===== config.mk =====
export PLATFORM = sky130hd
export DESIGN_NAME = mem_stage
export DESIGN_NICKNAME = d
export VERILOG_FILES = /design/src/rtl/mem_stage.sv
export SDC_FILE = /design/constraint.sdc
export NUM_CORES = 1
export LEC_CHECK = 0
export BUFFER_PORTS_ARGS = -buffer_cell sky130_fd_sc_hd__buf_2
export CAP_MARGIN = 5
export CELL_PAD_IN_SITES_DETAIL_PLACEMENT = 0
export CELL_PAD_IN_SITES_GLOBAL_PLACEMENT = 2
export CORE_ASPECT_RATIO = 0.75
export CORE_MARGIN = 2
export CORE_UTILIZATION = 30
export DETAILED_ROUTE_END_ITERATION = 8
export GPL_ROUTABILITY_DRIVEN = 0
export PLACE_DENSITY_LB_ADDON = 0.1
export SLEW_MARGIN = 20
export SYNTH_ARGS = -nofsm -noshare
export SYNTH_HDL_FRONTEND = slang
export SYNTH_SLANG_ARGS = --single-unit

===== constraint.sdc =====
create_clock -name clk -period 64.9 [get_ports clk]
set_input_delay 6.49 -clock clk [delete_from_list [all_inputs] [get_ports clk]]
set_output_delay 6.49 -clock clk [all_outputs]
set_load 0.02 [all_outputs]

===== src/rtl/mem_stage.sv =====
// ---------------------------------------------------------------------------
// mem_stage -- memory stage of a 64-bit five-stage pipeline.
//
// Purpose:
//   Resolves branches combinationally (PCSrc / Flush / Branch_Target) and
//   performs aligned doubleword loads and stores against a small local data
//   memory. Its results are registered into the MEM/WB pipeline fields. It
//   also flags misaligned accesses and counts taken branches, saturating
//   at 0xFFFF.
//
// Ports:
//   clk, reset          rising-edge clock, async active-high reset
//   EX_MEM_*            EX/MEM pipeline fields (Rd, ALU, store data, branch
//                       target, flags, control bits)
//   PCSrc, Flush        branch taken (combinational, Flush == PCSrc)
//   Branch_Target       branch target (combinational copy of EX_MEM_Adder)
//   MEM_WB_*            registered MEM/WB pipeline fields
//   Misaligned          registered, high for one cycle after a misaligned access
//   Taken_Count         registered saturating count of taken branches
// ---------------------------------------------------------------------------
module mem_stage #(
  parameter int MEM_BYTES = 64
) (
  input  logic        clk,
  input  logic        reset,
  input  logic [4:0]  EX_MEM_Rd,
  input  logic [63:0] EX_MEM_ALU,
  input  logic [63:0] EX_MEM_MUX_FB,
  input  logic [63:0] EX_MEM_Adder,
  input  logic        EX_MEM_zero,
  input  logic        EX_MEM_Great,
  input  logic        EX_MEM_BranchEq,
  input  logic        EX_MEM_BranchGt,
  input  logic        EX_MEM_MemRead,
  input  logic        EX_MEM_MemWrite,
  input  logic        EX_MEM_RegWrite,
  input  logic        EX_MEM_MemtoReg,
  output logic        PCSrc,
  output logic [63:0] Branch_Target,
  output logic        Flush,
  output logic [4:0]  MEM_WB_Rd,
  output logic [63:0] MEM_WB_ReadData,
  output logic [63:0] MEM_WB_ALU,
  output logic        MEM_WB_RegWrite,
  output logic        MEM_WB_MemtoReg,
  output logic        Misaligned,
  output logic [15:0] Taken_Count
);

  localparam int AW    = $clog2(MEM_BYTES);
  localparam int WORDS = MEM_BYTES / 8;
  localparam int WW    = AW - 3;

  // Memory is held as doublewords: only aligned 8-byte accesses ever touch
  // it, and bits [7:0] of a word are the byte at the lowest address, which
  // gives the little-endian byte layout directly.
  logic [63:0] mem [WORDS];

  logic [AW-1:0] effAddr;
  logic [WW-1:0] wordIdx;
  logic          accessMisaligned;
  logic          doStore;
  logic          doLoad;
  logic [63:0]   readData;
  logic          unusedAddrBits;

  // Branch resolution stays purely combinational, including during reset.
  assign PCSrc         = (EX_MEM_BranchEq & EX_MEM_zero) | (EX_MEM_BranchGt & EX_MEM_Great);
  assign Flush         = PCSrc;
  assign Branch_Target = EX_MEM_Adder;

  // Address wraps modulo MEM_BYTES; the upper ALU bits are deliberately dropped.
  assign effAddr        = EX_MEM_ALU[AW-1:0];
  assign wordIdx        = effAddr[AW-1:3];
  assign unusedAddrBits = ^EX_MEM_ALU[63:AW];

  assign accessMisaligned = (EX_MEM_MemRead | EX_MEM_MemWrite) & (|effAddr[2:0]);

  // A simultaneous read+write is a store only; it returns no read data.
  assign doStore = EX_MEM_MemWrite & ~accessMisaligned;
  assign doLoad  = EX_MEM_MemRead & ~EX_MEM_MemWrite & ~accessMisaligned;

  assign readData = doLoad ? mem[wordIdx] : 64'd0;

  always_ff @(posedge clk or posedge reset) begin
    if (reset) begin
      for (int i = 0; i < WORDS; i++) begin
        mem[i] <= 64'd0;
      end
    end else if (doStore) begin
      mem[wordIdx] <= EX_MEM_MUX_FB;
    end
  end

  always_ff @(posedge clk or posedge reset) begin
    if (reset) begin
      MEM_WB_Rd       <= 5'd0;
      MEM_WB_ReadData <= 64'd0;
      MEM_WB_ALU      <= 64'd0;
      MEM_WB_RegWrite <= 1'b0;
      MEM_WB_MemtoReg <= 1'b0;
      Misaligned      <= 1'b0;
    end else begin
      MEM_WB_Rd       <= EX_MEM_Rd;
      MEM_WB_ReadData <= readData;
      MEM_WB_ALU      <= EX_MEM_ALU;
      MEM_WB_RegWrite <= EX_MEM_RegWrite;
      MEM_WB_MemtoReg <= EX_MEM_MemtoReg;
      Misaligned      <= accessMisaligned;
    end
  end

  always_ff @(posedge clk or posedge reset) begin
    if (reset) begin
      Taken_Count <= 16'd0;
    end else if (PCSrc && (Taken_Count != 16'hFFFF)) begin
      Taken_Count <= Taken_Count + 16'd1;
    end
  end

endmodule


==> results of run 1 <==
[cell type report]
class / instances / share of cell area, %
Clock inverter: 21 / 0.574
Antenna cell: 5 / 0.0378
Tap cell: 1250 / 4.72
Clock buffer: 109 / 6.73
Sequential cell: 664 / 50.2
Timing Repair Buffer: 320 / 5.12
Multi-Input combinational cell: 979 / 32.5
Inverter: 7 / 0.110
[per-layer routing]
layer / vias up / part of all wire [%]
met4: 14 / 2.1
met1: 8895 / 47
li1: 7239 / -
met3: 130 / 4.2
met2: 296 / 46
met5: - / 0.10
[how the worst min path moves through the flow]
stage | endpoint | slack, ns | depth (start not counted)
after detailed placement | mem[74] | 0.47 | 1
after global placement | mem[237] | 0.46 | 1
after floorplan | mem[102] | 0.45 | 1
after CTS | mem[213] | 0.48 | 1
final | mem[213] | 0.48 | 1
after global routing | mem[234] | 0.49 | 1
[state kept, by name, indices dropped and copies added, names as in the netlist]
name             count
MEM_WB_MemtoReg      1
MEM_WB_RegWrite      1
MEM_WB_Rd            5
MEM_WB_ReadData     64
mem                512
Taken_Count         16
Misaligned           1
MEM_WB_ALU          64
[worst register-to-register path: stages, from the launching register on]
cell and delay (ns):
sky130_fd_sc_hd__dfrtp_1 0.44, sky130_fd_sc_hd__ha_1 0.21, sky130_fd_sc_hd__nand3_1 0.20, sky130_fd_sc_hd__nor4_4 0.50
sky130_fd_sc_hd__nor2_1 0.14, sky130_fd_sc_hd__mux2_2 0.32
[kinds of logic (layout without fill, tap and decap cells)]
group	Yosys count	in the layout	synth area share (%)
other	0	5	0
xor gates and xnor gates	13	13	0.396
AOI/OAI and AO/OA	246	246	6.34
buffers and inverters	198	457	4.71
and+or+nand+nor	96	96	2.42
adders and majority gates	1	1	0.0435
DFF	664	664	57.8
muxes	623	623	28.3
[where the power goes]
| part | total (mW) | leakage [nW] | internal (mW) | switching, mW |
|---|---|---|---|---|
| registers | 0.487 | 8.74 | 0.461 | 0.0256 |
| logic | 0.120 | 6.51 | 0.0646 | 0.0556 |
| clock network | 0.425 | 1.20 | 0.250 | 0.176 |
| total | 1.03 | 16.4 | 0.776 | 0.257 |
[per-stage QoR]
stage | setup slack [ns] | instances | hold WS, ns | power [mW] | cell area (sq um)
after global placement | 50.81 | 3219 | 0.461 | 0.611 | 30700
final | 50.81 | 3355 | 0.479 | 1.03 | 33100
after CTS | 50.78 | 3349 | 0.484 | 1.05 | 33100
after global routing | 50.72 | 3352 | 0.491 | 1.09 | 33100
after floorplan | 39.80 | 1841 | 0.452 | 0.583 | 28700
after detailed placement | 50.78 | 3219 | 0.471 | 0.615 | 30700
[placed cells by master, fill, tap and decap left out, types with 3 or more instances in the layout]
cell type	synthesis	routed
sky130_fd_sc_hd__dfrtp_1	664	664
sky130_fd_sc_hd__buf_2	28	293
sky130_fd_sc_hd__mux2_4	240	240
sky130_fd_sc_hd__mux2_2	185	185
sky130_fd_sc_hd__mux2_1	180	180
sky130_fd_sc_hd__o22ai_1	91	91
sky130_fd_sc_hd__o221ai_1	88	88
sky130_fd_sc_hd__clkbuf_16	0	79
sky130_fd_sc_hd__a221oi_1	37	37
sky130_fd_sc_hd__o21ai_0	22	22
sky130_fd_sc_hd__nor3_1	22	22
sky130_fd_sc_hd__buf_4	103	22
sky130_fd_sc_hd__mux4_2	18	18
sky130_fd_sc_hd__clkbuf_1	30	16
sky130_fd_sc_hd__clkinv_2	0	15
sky130_fd_sc_hd__clkbuf_8	0	14
sky130_fd_sc_hd__and3_1	13	13
sky130_fd_sc_hd__nand2_1	8	7
sky130_fd_sc_hd__xor2_1	7	7
sky130_fd_sc_hd__xnor2_1	6	6
sky130_fd_sc_hd__diode_2	0	5
sky130_fd_sc_hd__nor2_1	5	5
sky130_fd_sc_hd__or2_2	5	5
sky130_fd_sc_hd__nand3_1	5	5
sky130_fd_sc_hd__nand4_1	5	5
sky130_fd_sc_hd__nand2_8	4	4
sky130_fd_sc_hd__nand2b_1	5	4
sky130_fd_sc_hd__inv_1	6	4
sky130_fd_sc_hd__a21oi_1	4	4
sky130_fd_sc_hd__buf_6	25	4
sky130_fd_sc_hd__nor2_8	3	3
sky130_fd_sc_hd__nand3b_1	3	3
sky130_fd_sc_hd__bufinv_16	0	3
==> flow_summary_export.csv, run 1 <==
group,metric,value,unit
yosys,netlist_top_cells_area,"sky130_fd_sc_hd__dfrtp_1 (58%), sky130_fd_sc_hd__mux2_4 (13%), sky130_fd_sc_hd__mux2_2 (7.3%), sky130_fd_sc_hd__mux2_1 (7.1%), sky130_fd_sc_hd__buf_4 (2.7%)",
final_layout,multi_input_gate_area,10800,sq um
yosys,synthMostInstantiatedCell,"sky130_fd_sc_hd__dfrtp_1",
worst_setup_path,critical_path.top_delay_family,"compound AO/OA/AOI/OAI gates",
placed_design,placed_wire_length_estimate,44800,um
sta,setup_tns,0,ns
routing,totalWireLength,82400,um
clock_tree,post_cts_hold_buffer_count,0,
sta,fmaxAchievable,0.0710,GHz
placed_design,port-buffer-count,296,
floorplan,placeableCoreArea,95200,sq um
final_layout,post_route_cells_drive_above_1_share,43.0,%
floorplan,die_x,361,um
yosys,synth_largest_area_cell,"sky130_fd_sc_hd__dfrtp_1",
clock_tree,cts.repair.resized,0,
clock_tree,cts_tree,"built",
global_route,largest_net_degree_at_the_start_of_global_routing,172,
global_route,first_global_vias,18600,
yosys,syn_nets,2049,
global_route,grt-busiest-layer,"met2",
clock_tree,cts_post_setup_buffers_inserted,0,
global_route,globalRouteOverflowTotal,0,
clock_tree,htreeDepth,3,
clock_tree,clk_latency,0.62,ns
power_and_ir_drop,cell_pwr_density,31.2,nW/um^2
global_route,grt.met1_usage,23.5,%
flow_run,drv_cap,0,
yosys,count_of_flip_flops_with_a_built_in_enable_after_synthesis,0,
routing,drt_drc_violations_left,0,
clock_tree,cts.clk_slew.worst_paths,0.06,ns
yosys,synth-warning-count,0,
min_path,min-delay-start,"mem[213]",
worst_setup_path,worstPathCellList,"buf_2 -> a22oi_1 -> inv_1 -> buf_2",
routing,firstDrtPassIters,6,
yosys,synth.top_cells.by_count,"sky130_fd_sc_hd__dfrtp_1 (664), sky130_fd_sc_hd__mux2_4 (240), sky130_fd_sc_hd__mux2_2 (185)",
worst_setup_path,worst_r2r_endpoint,"Taken_Count[1]",
run_status,status,"finished, final reports clean",
worst_setup_path,data_required_critical_path,58.41,ns
clock_tree,tritoncts_num_sinks,664,
worst_setup_path,worst-r2r-cell-count,5,
global_route,grt_util_met2,26.8,%
worst_setup_path,critical_path_cell_count,4,
sta,timing.max_slew.rel_slack,23.9,%
sta,final_setup_violation_count,0,
routing,num_vias,16600,
floorplan,dieHeight,272,um
global_route,antenna_found_initial,13,
worst_setup_path,slowest_stage,"sky130_fd_sc_hd__a22oi_1",
yosys,ys_async_sr_fraction,100,%
sta,period_needed,14.09,ns
routing,detailedRoute.firstIterationViolations,911,
floorplan,floorplan.initialDensity,30.2,%
worst_setup_path,timing.critical_path.slowest_cell_delay,0.70,ns
floorplan,dieArea,98300,sq um
sta,worst_slew_pin_slew,1.14,ns
worst_setup_path,r2r_setup_slack,62.98,ns
worst_setup_path,timing.rr.start,"Taken_Count[0]",
yosys,ys_dominant_reg_cell,"sky130_fd_sc_hd__dfrtp_1",
sta,hold_viol,0,
worst_setup_path,timing.critical_path.from,"EX_MEM_zero",
floorplan,io_pins,425,
global_route,grt_util_met3,3.49,%
worst_setup_path,worstSetupPathType,"input pin to output port",
clock_tree,cts_buffers,76,
min_path,min-delay-path-class,"register to register",
clock_tree,cts_root_buf,"sky130_fd_sc_hd__clkbuf_16",
sta,final_max_slew_viol_count,0,
final_layout,area_delta_synth_final,15.3,%
routing,drt-vias-per-instance,4.94,
sta,clock_skew,0.0117,ns
floorplan,core.rowCount,98,
worst_setup_path,critPathArrivalTime,7.60,ns
final_layout,final_util,34.8,%
final_layout,seqCellArea,16600,sq um
yosys,syn_area_per_cell,15.6,sq um
worst_setup_path,crit_top_cell,"sky130_fd_sc_hd__buf_2",
clock_tree,clock_path_buffers,3,
global_route,grtUsageTotal,16.9,%
yosys,synth.yosys.seq_area_share,57.8,%
worst_setup_path,cp.buffers_inverters,3,
worst_setup_path,endpoint_kind_of_the_worst_setup_timing_path,"output port",
yosys,post_synthesis_instance_area,28700,sq um
yosys,synth.ff_latch_count,664,
power_and_ir_drop,leakage,16.4,nW
global_route,grt_first_pass_wirelength,125000,um
sta,rsz_0062_raised_after_global_routing,"no",
routing,post_drt_wl_per_cell,24.6,um
power_and_ir_drop,peakVddDrop,0.0179,mV
yosys,yosysUniqueCellTypes,51,
final_layout,nets,2256,
worst_setup_path,worst-path-max-fanout,10,
worst_setup_path,setup.worst_path.start_class,"input pin",
worst_setup_path,critPathCapture,"Flush",
final_layout,fillerInstances,9171,
yosys,yosysTopAreaCellShare,57.8,%
sta,fin_crit_sh,21.7,%
routing,postRouteAntennaNets,0,
yosys,synthCells,1841,
Power figures use the tool's default switching activity.
==> run 2: changes to the inputs <==
--- a/config.mk
+++ b/config.mk
@@ -5,6 +5,7 @@
 export SDC_FILE = /design/constraint.sdc
 export NUM_CORES = 1
 export LEC_CHECK = 0
+export ABC_AREA = 1
 export BUFFER_PORTS_ARGS = -buffer_cell sky130_fd_sc_hd__buf_2
 export CAP_MARGIN = 5
 export CELL_PAD_IN_SITES_DETAIL_PLACEMENT = 0
==> constraint.sdc (replaced) <==
create_clock -name clk -period 14.45 [get_ports clk]
set_input_delay 1.445 -clock clk [delete_from_list [all_inputs] [get_ports clk]]
set_output_delay 1.445 -clock clk [all_outputs]
set_load 0.02 [all_outputs]
==> flow_summary_export.csv, run 2 <==
group,metric,value,unit
global_route,antenna_found_initial,9,
worst_setup_path,timing.critical_path.from,"EX_MEM_ALU[3]",
clock_tree,cts_buffers,75,
worst_setup_path,worstSetupPathType,"input pin to register",
worst_setup_path,critPathArrivalTime,5.33,ns
clock_tree,clk_latency,0.63,ns
clock_tree,cts.clk_slew.worst_paths,0.06,ns
yosys,xor_xnor_portion_of_the_synthesized_cell_area,0.243,%
placed_design,port-buffer-count,296,
sta,setup_tns,0,ns
yosys,muxShareOfSynthArea,0,%
floorplan,placeableCoreArea,95200,sq um
global_route,largest_net_degree_at_the_start_of_global_routing,122,
global_route,grt_first_pass_wirelength,135000,um
final_layout,layout.cells.most_common,"sky130_fd_sc_hd__nand2_1",
placed_design,dp.cells,4600,
final_layout,antennaDiodeCount,0,
routing,detailedRoute.firstIterationViolations,1575,
yosys,netlist_top_cells_area,"sky130_fd_sc_hd__dfrtp_1 (58%), sky130_fd_sc_hd__nand2_1 (13%), sky130_fd_sc_hd__o21ai_0 (8.2%), sky130_fd_sc_hd__inv_1 (5.3%), sky130_fd_sc_hd__o211ai_1 (4.7%)",
final_layout,largest_register_ffs,512,
yosys,synth-warning-count,0,
final_layout,multi_input_gate_area,8990,sq um
yosys,ys_async_sr_fraction,100,%
power_and_ir_drop,cell_pwr_density,142,nW/um^2
routing,drt_drc_violations_left,0,
routing,totalWireLength,86400,um
global_route,first_global_vias,22000,
floorplan,dieArea,98500,sq um
min_path,whs_path_depth,2,
run_status,status,"finished, final reports clean",
yosys,synth_largest_area_cell,"sky130_fd_sc_hd__dfrtp_1",
worst_setup_path,worstPathCellList,"buf_8 -> buf_4 -> nand2_4 -> nor2_4 -> buf_4 -> nand2_1 -> nand2_1",
sta,final_max_slew_viol_count,0,
routing,num_vias,21900,
final_layout,nets,3636,
worst_setup_path,endpoint_kind_of_the_worst_setup_timing_path,"register",
worst_setup_path,critical_path.top_delay_family,"simple AND/OR/NAND/NOR gates",
global_route,globalRouteOverflowTotal,0,
sta,final_setup_violation_count,0,
worst_setup_path,worst_r2r_endpoint,"Taken_Count[2]",
floorplan,dieHeight,272,um
yosys,synth.ff_latch_count,664,
power_and_ir_drop,leakage,15.9,nW
final_layout,seqCellArea,16600,sq um
sta,period_needed,4.77,ns
worst_setup_path,worst-r2r-cell-count,6,
floorplan,die_x,362,um
worst_setup_path,cp.buffers_inverters,3,
final_layout,post_route_cells_drive_above_1_share,13.4,%
yosys,post_synthesis_instance_area,28800,sq um
min_path,min-delay-path-class,"register to register",
final_layout,final_cell_area,32900,sq um
sta,worst_slew_pin_slew,1.03,ns
yosys,synth_compound_area_share,14.0,%
clock_tree,cts.repair.resized,0,
placed_design,post_dp_cell_area,30500,sq um
yosys,synthMostInstantiatedCell,"sky130_fd_sc_hd__nand2_1",
clock_tree,post_cts_hold_buffer_count,0,
final_layout,layoutNonFillerInstCount,4730,
yosys,yosysTopAreaCellShare,57.7,%
worst_setup_path,setup.worst_path.start_class,"input pin",
yosys,synth_top_family_by_area,"simple AND/OR/NAND/NOR gates",
flow_run,drv_cap,0,
floorplan,floorplan.initialDensity,30.3,%
final_layout,registers.top_by_ff_count,"mem",
yosys,synthCells,3343,
yosys,ys_dominant_reg_cell,"sky130_fd_sc_hd__dfrtp_1",
sta,fin_crit_sh,33.0,%
sta,rsz_0062_raised_after_global_routing,"no",
yosys,synth.top_cells.by_count,"sky130_fd_sc_hd__nand2_1 (1,035), sky130_fd_sc_hd__dfrtp_1 (664), sky130_fd_sc_hd__o21ai_0 (472)",
routing,post_drt_wl_per_cell,18.3,um
clock_tree,clock_path_buffers,3,
routing,postRouteAntennaNets,0,
yosys,count_of_flip_flops_with_a_built_in_enable_after_synthesis,0,
clock_tree,cts_root_buf,"sky130_fd_sc_hd__clkbuf_16",
worst_setup_path,data_required_critical_path,15.01,ns
global_route,grtUsageTotal,17.7,%
power_and_ir_drop,peakVddDrop,0.0753,mV
final_layout,area_delta_synth_final,14.4,%
clock_tree,cts_tree,"built",
min_path,capture_endpoint_of_the_worst_hold_path,"mem[288]",
routing,firstDrtPassIters,6,
final_layout,final_cell_mix,"sky130_fd_sc_hd__nand2_1 (1,034), sky130_fd_sc_hd__dfrtp_1 (664), sky130_fd_sc_hd__o21ai_0 (472)",
sta,timing.max_slew.rel_slack,31.3,%
placed_design,placed_wire_length_estimate,49600,um
min_path,min-delay-start,"mem[288]",
clock_tree,htreeDepth,3,
worst_setup_path,slowest_stage,"sky130_fd_sc_hd__nor2_4",
sta,fmaxAchievable,0.210,GHz
yosys,synthAdderAreaFrac,0.0435,%
yosys,syn_area_per_cell,8.61,sq um
sta,clock_skew,0.0268,ns
floorplan,io_pins,425,
worst_setup_path,critical_path_cell_count,7,
worst_setup_path,worst-path-max-fanout,121,
yosys,post_synth_and_or_nand_nor_area_fraction,16.6,%
clock_tree,tritoncts_num_sinks,664,
sta,hold_viol,0,
floorplan,core.rowCount,98,
routing,drt-vias-per-instance,4.64,
worst_setup_path,timing.rr.start,"Taken_Count[0]",
yosys,syn_nets,3551,
worst_setup_path,timing.critical_path.slowest_cell_delay,1.01,ns
clock_tree,cts_post_setup_buffers_inserted,0,
yosys,yosysUniqueCellTypes,25,
worst_setup_path,r2r_setup_slack,12.36,ns
yosys,synth.yosys.seq_area_share,57.7,%
final_layout,top_flop_regs,"mem x512, MEM_WB_ALU x64, MEM_WB_ReadData x64",
final_layout,fillerInstances,9820,
-- run 2: cell types whose count changed in the layout (fill, tap and decap cells not counted), moves of 179 or more --
| cell | delta |
|---|---|
| sky130_fd_sc_hd__nand2_1 | +1027 |
| sky130_fd_sc_hd__o21ai_0 | +450 |
| sky130_fd_sc_hd__inv_1 | +400 |
| sky130_fd_sc_hd__mux2_4 | -240 |
| sky130_fd_sc_hd__mux2_2 | -185 |
| sky130_fd_sc_hd__mux2_1 | -180 |
| sky130_fd_sc_hd__o211ai_1 | +179 |
-- run 2: area by class of cell --
type,instances,area share (%)
Sequential cell,664,50.4
Multi-Input combinational cell,1939,27.3
Clock buffer,114,6.70
Timing Repair Buffer,336,5.54
Tap cell,1250,4.75
Inverter,412,4.71
Clock inverter,15,0.555
-- run 2: worst max-delay path by stage --
stage | endpoint | slack, ns
global placement | mem[282] | 8.97
CTS | mem[293] | 9.59
floorplan | MEM_WB_ALU[0] | 3.93
finish | mem[293] | 9.68
global route | mem[269] | 9.36
detailed placement | mem[291] | 8.93
-- run 2: kinds of logic after synthesis --
family,after synthesis
compound gates,715
fa+ha+maj,1
simple gates,1215
xor+xnor,8
buf+inv,740
flops,664
-- run 2: tightest hold or removal path, cell delays in order (launching register included) --
cell	delay [ns]
sky130_fd_sc_hd__dfrtp_1	0.34
sky130_fd_sc_hd__o21ai_0	0.08
sky130_fd_sc_hd__nand2_1	0.05
-- run 2: power by group --
part	total, mW	leakage [nW]	internal (mW)	switching, mW
logic	0.539	7.03	0.173	0.366
clock network	1.90	1.18	1.12	0.786
registers	2.23	7.68	2.13	0.0941
-- run 2: per-stage QoR --
| stage | hold WS, ns | total power, mW | util, % | setup slack (ns) |
|---|---|---|---|---|
| finish | 0.497 | 4.67 | 34.6 | 9.68 |
| global route | 0.521 | 4.95 | 34.6 | 9.36 |
| global placement | 0.481 | 2.79 | 32.1 | 8.97 |
| detailed placement | 0.487 | 2.81 | 32.1 | 8.93 |
| CTS | 0.500 | 4.76 | 34.6 | 9.59 |
| floorplan | 0.465 | 2.66 | - | 3.93 |
-- run 2: layer usage --
layer  routed length, um  GRT usage (%)
met3                3670           3.16
met1               42900           25.8
met5                  62              0
met4                1690           4.21
met2               38100           27.3
==> run 3: changes to the inputs <==
--- a/config.mk
+++ b/config.mk
@@ -5,7 +5,7 @@
 export SDC_FILE = /design/constraint.sdc
 export NUM_CORES = 1
 export LEC_CHECK = 0
-export ABC_AREA = 1
+export ABC_AREA = 0
 export BUFFER_PORTS_ARGS = -buffer_cell sky130_fd_sc_hd__buf_2
 export CAP_MARGIN = 5
 export CELL_PAD_IN_SITES_DETAIL_PLACEMENT = 0
==> constraint.sdc (replaced) <==
create_clock -name clk -period 3.9 [get_ports clk]
set_input_delay 0.39 -clock clk [delete_from_list [all_inputs] [get_ports clk]]
set_output_delay 0.39 -clock clk [all_outputs]
set_load 0.02 [all_outputs]
==> flow_summary_export.csv, run 3 (synthesis results as in run 1) <==
group,metric,value,unit
floorplan,dieArea,98300,sq um
routing,drt_drc_violations_left,0,
final_layout,final_util,36.1,%
worst_setup_path,setup.worst_path.start_class,"input pin",
global_route,grt.met1_usage,25.2,%
power_and_ir_drop,swShare,24.8,%
power_and_ir_drop,total_switching_power,4.36,mW
sta,final_max_slew_viol_count,0,
final_layout,final_cell_mix,"sky130_fd_sc_hd__dfrtp_1 (664), sky130_fd_sc_hd__buf_2 (293), sky130_fd_sc_hd__mux2_4 (240)",
worst_setup_path,worst-path-max-fanout,64,
clock_tree,cts_post_setup_buffers_inserted,0,
final_layout,layout.cells.most_common,"sky130_fd_sc_hd__dfrtp_1",
sta,final_setup_violation_count,0,
global_route,grt_util_met3,3.31,%
routing,detailedRoute.firstIterationViolations,796,
placed_design,post_dp_cell_area,31100,sq um
floorplan,die_x,361,um
floorplan,dieHeight,272,um
sta,fin_crit_sh,72.6,%
final_layout,post_route_cells_drive_above_1_share,42.7,%
worst_setup_path,critical_path.top_delay_family,"simple AND/OR/NAND/NOR gates",
sta,period_needed,2.83,ns
clock_tree,tritoncts_num_sinks,664,
sta,setup_tns,0,ns
placed_design,port-buffer-count,296,
power_and_ir_drop,intPower,13.2,mW
worst_setup_path,data_required_critical_path,4.40,ns
clock_tree,cts_tree,"built",
sta,hold_viol,0,
worst_setup_path,cp.buffers_inverters,3,
worst_setup_path,endpoint_kind_of_the_worst_setup_timing_path,"register",
sta,fmaxAchievable,0.353,GHz
run_status,status,"finished, final reports clean",
floorplan,floorplan.initialDensity,30.2,%
power_and_ir_drop,share_clk_of_total_power,42.0,%
min_path,min-delay-path-class,"input pin to register",
final_layout,final_cell_area,34400,sq um
sta,worst_slew_pin_slew,0.957,ns
global_route,grt_util_met2,26.8,%
clock_tree,htreeDepth,3,
floorplan,core.rowCount,98,
routing,totalWireLength,85200,um
clock_tree,cts.repair.resized,0,
clock_tree,post_cts_hold_buffer_count,69,
global_route,first_global_vias,18800,
worst_setup_path,worstPathCellList,"dlygate4sd3_1 -> buf_2 -> nor3_4 -> buf_4 -> and3_1 -> nand2_8 -> mux2_4",
final_layout,registers.top_by_ff_count,"mem",
clock_tree,clk_latency,0.63,ns
clock_tree,cts.clk_slew.worst_paths,0.06,ns
routing,firstDrtPassIters,5,
power_and_ir_drop,comb_power_share,11.9,%
worst_setup_path,timing.critical_path.from,"EX_MEM_ALU[2]",
power_and_ir_drop,peakVddDrop,0.343,mV
worst_setup_path,slowest_stage,"sky130_fd_sc_hd__nand2_8",
global_route,globalRouteOverflowTotal,0,
global_route,grt_first_pass_wirelength,128000,um
clock_tree,cts_root_buf,"sky130_fd_sc_hd__clkbuf_16",
routing,drt-vias-per-instance,4.94,
placed_design,placed_wire_length_estimate,49100,um
sta,timing.max_slew.rel_slack,36.2,%
power_and_ir_drop,cell_pwr_density,511,nW/um^2
worst_setup_path,worstSetupPathType,"input pin to register",
routing,postRouteAntennaNets,0,
final_layout,layoutNonFillerInstCount,3462,
routing,post_drt_wl_per_cell,24.6,um
floorplan,io_pins,425,
worst_setup_path,critPathArrivalTime,3.33,ns
sta,clock_skew,0.0136,ns
clock_tree,cts_buffers,77,
sta,rsz_0062_raised_after_global_routing,"no",
min_path,min-delay-start,"EX_MEM_MemRead",
placed_design,dp.cells,3250,
final_layout,fillerInstances,9129,
worst_setup_path,timing.rr.start,"Taken_Count[0]",
final_layout,nets,2356,
power_and_ir_drop,leakage,17.0,nW
floorplan,placeableCoreArea,95200,sq um
flow_run,drv_cap,0,
global_route,grt-busiest-layer,"met2",
clock_tree,clock_path_buffers,3,
final_layout,area_delta_synth_final,19.6,%
global_route,grtUsageTotal,17.4,%
global_route,antenna_found_initial,14,
power_and_ir_drop,pwr-share-seq,46.1,%
global_route,largest_net_degree_at_the_start_of_global_routing,133,
worst_setup_path,timing.critical_path.slowest_cell_delay,0.72,ns
final_layout,largest_register_ffs,512,
routing,num_vias,17100,
final_layout,top_flop_regs,"mem x512, MEM_WB_ALU x64, MEM_WB_ReadData x64",
## run 3: cell types whose count changed in the layout (fill, tap and decap cells not counted), sizes merged, moves of 14 or more
cell	delta
a221oi	+37
buf	+14
dlygate4sd3	+69
inv	-404
mux2	+605
mux4	+18
nand2	-1023
nand4	-59
nor2	-84
nor3	+17
o211ai	-179
o21ai	-502
o221ai	+88
o22ai	+91
## run 3: routing by layer
metal  vias up  part of all wire (%)
li1       7447                     -
met1      9202                    49
met2       318                    45
met3       133                   3.7
met4         8                   2.4
met5         -                 0.054
## run 3: final timing paths
path | end | slack (ns) | cells past startpoint
max | mem[151] | 1.07 | 7
min | Misaligned | 0.06 | 3
min reg2reg | mem[74] | 0.48 | 1
max reg2reg | Taken_Count[1] | 1.96 | 5
min in group asynchronous | MEM_WB_ALU[33] | 0.37 | 3
max in group asynchronous | Taken_Count[3] | 2.32 | 4
## run 3: tightest hold or removal path, stage by stage
cell	delay (ns)
sky130_fd_sc_hd__buf_2	0.12
sky130_fd_sc_hd__nor2_1	0.04
sky130_fd_sc_hd__nor2_1	0.08
## run 3: final cells by class
type | instances | area (sq um) | area share [%]
Inverter | 7 | 32.5 | 0.0946
Sequential cell | 664 | 16600 | 48.3
Clock inverter | 19 | 200 | 0.582
Antenna cell | 4 | 10.0 | 0.0291
Tap cell | 1250 | 1560 | 4.55
Clock buffer | 120 | 2380 | 6.93
Multi-Input combinational cell | 979 | 10800 | 31.4
Timing Repair Buffer | 419 | 2790 | 8.11
## run 3: power by group through the flow
stage | combinational [mW] | clock, mW | sequential, mW
2_1_floorplan | 1.48 | 0 | 8.22
3_3_place_gp | 2.03 | 0 | 8.18
3_5_place_dp | 2.08 | 0 | 8.21
4_1_cts | 2.14 | 7.67 | 8.10
5_1_grt | 2.30 | 7.95 | 8.20
6_report | 2.10 | 7.38 | 8.10
## run 3: through the flow
| stage | setup slack (ns) | hold slack [ns] | power [mW] |
|---|---|---|---|
| after floorplan | -5.57 | 0.421 | 9.70 |
| after global routing | 0.983 | 0.0638 | 18.4 |
| final | 1.07 | 0.0636 | 17.6 |
| after CTS | 1.09 | 0.00208 | 17.9 |
| after detailed placement | 0.859 | 0.469 | 10.3 |
| after global placement | 0.886 | 0.462 | 10.2 |
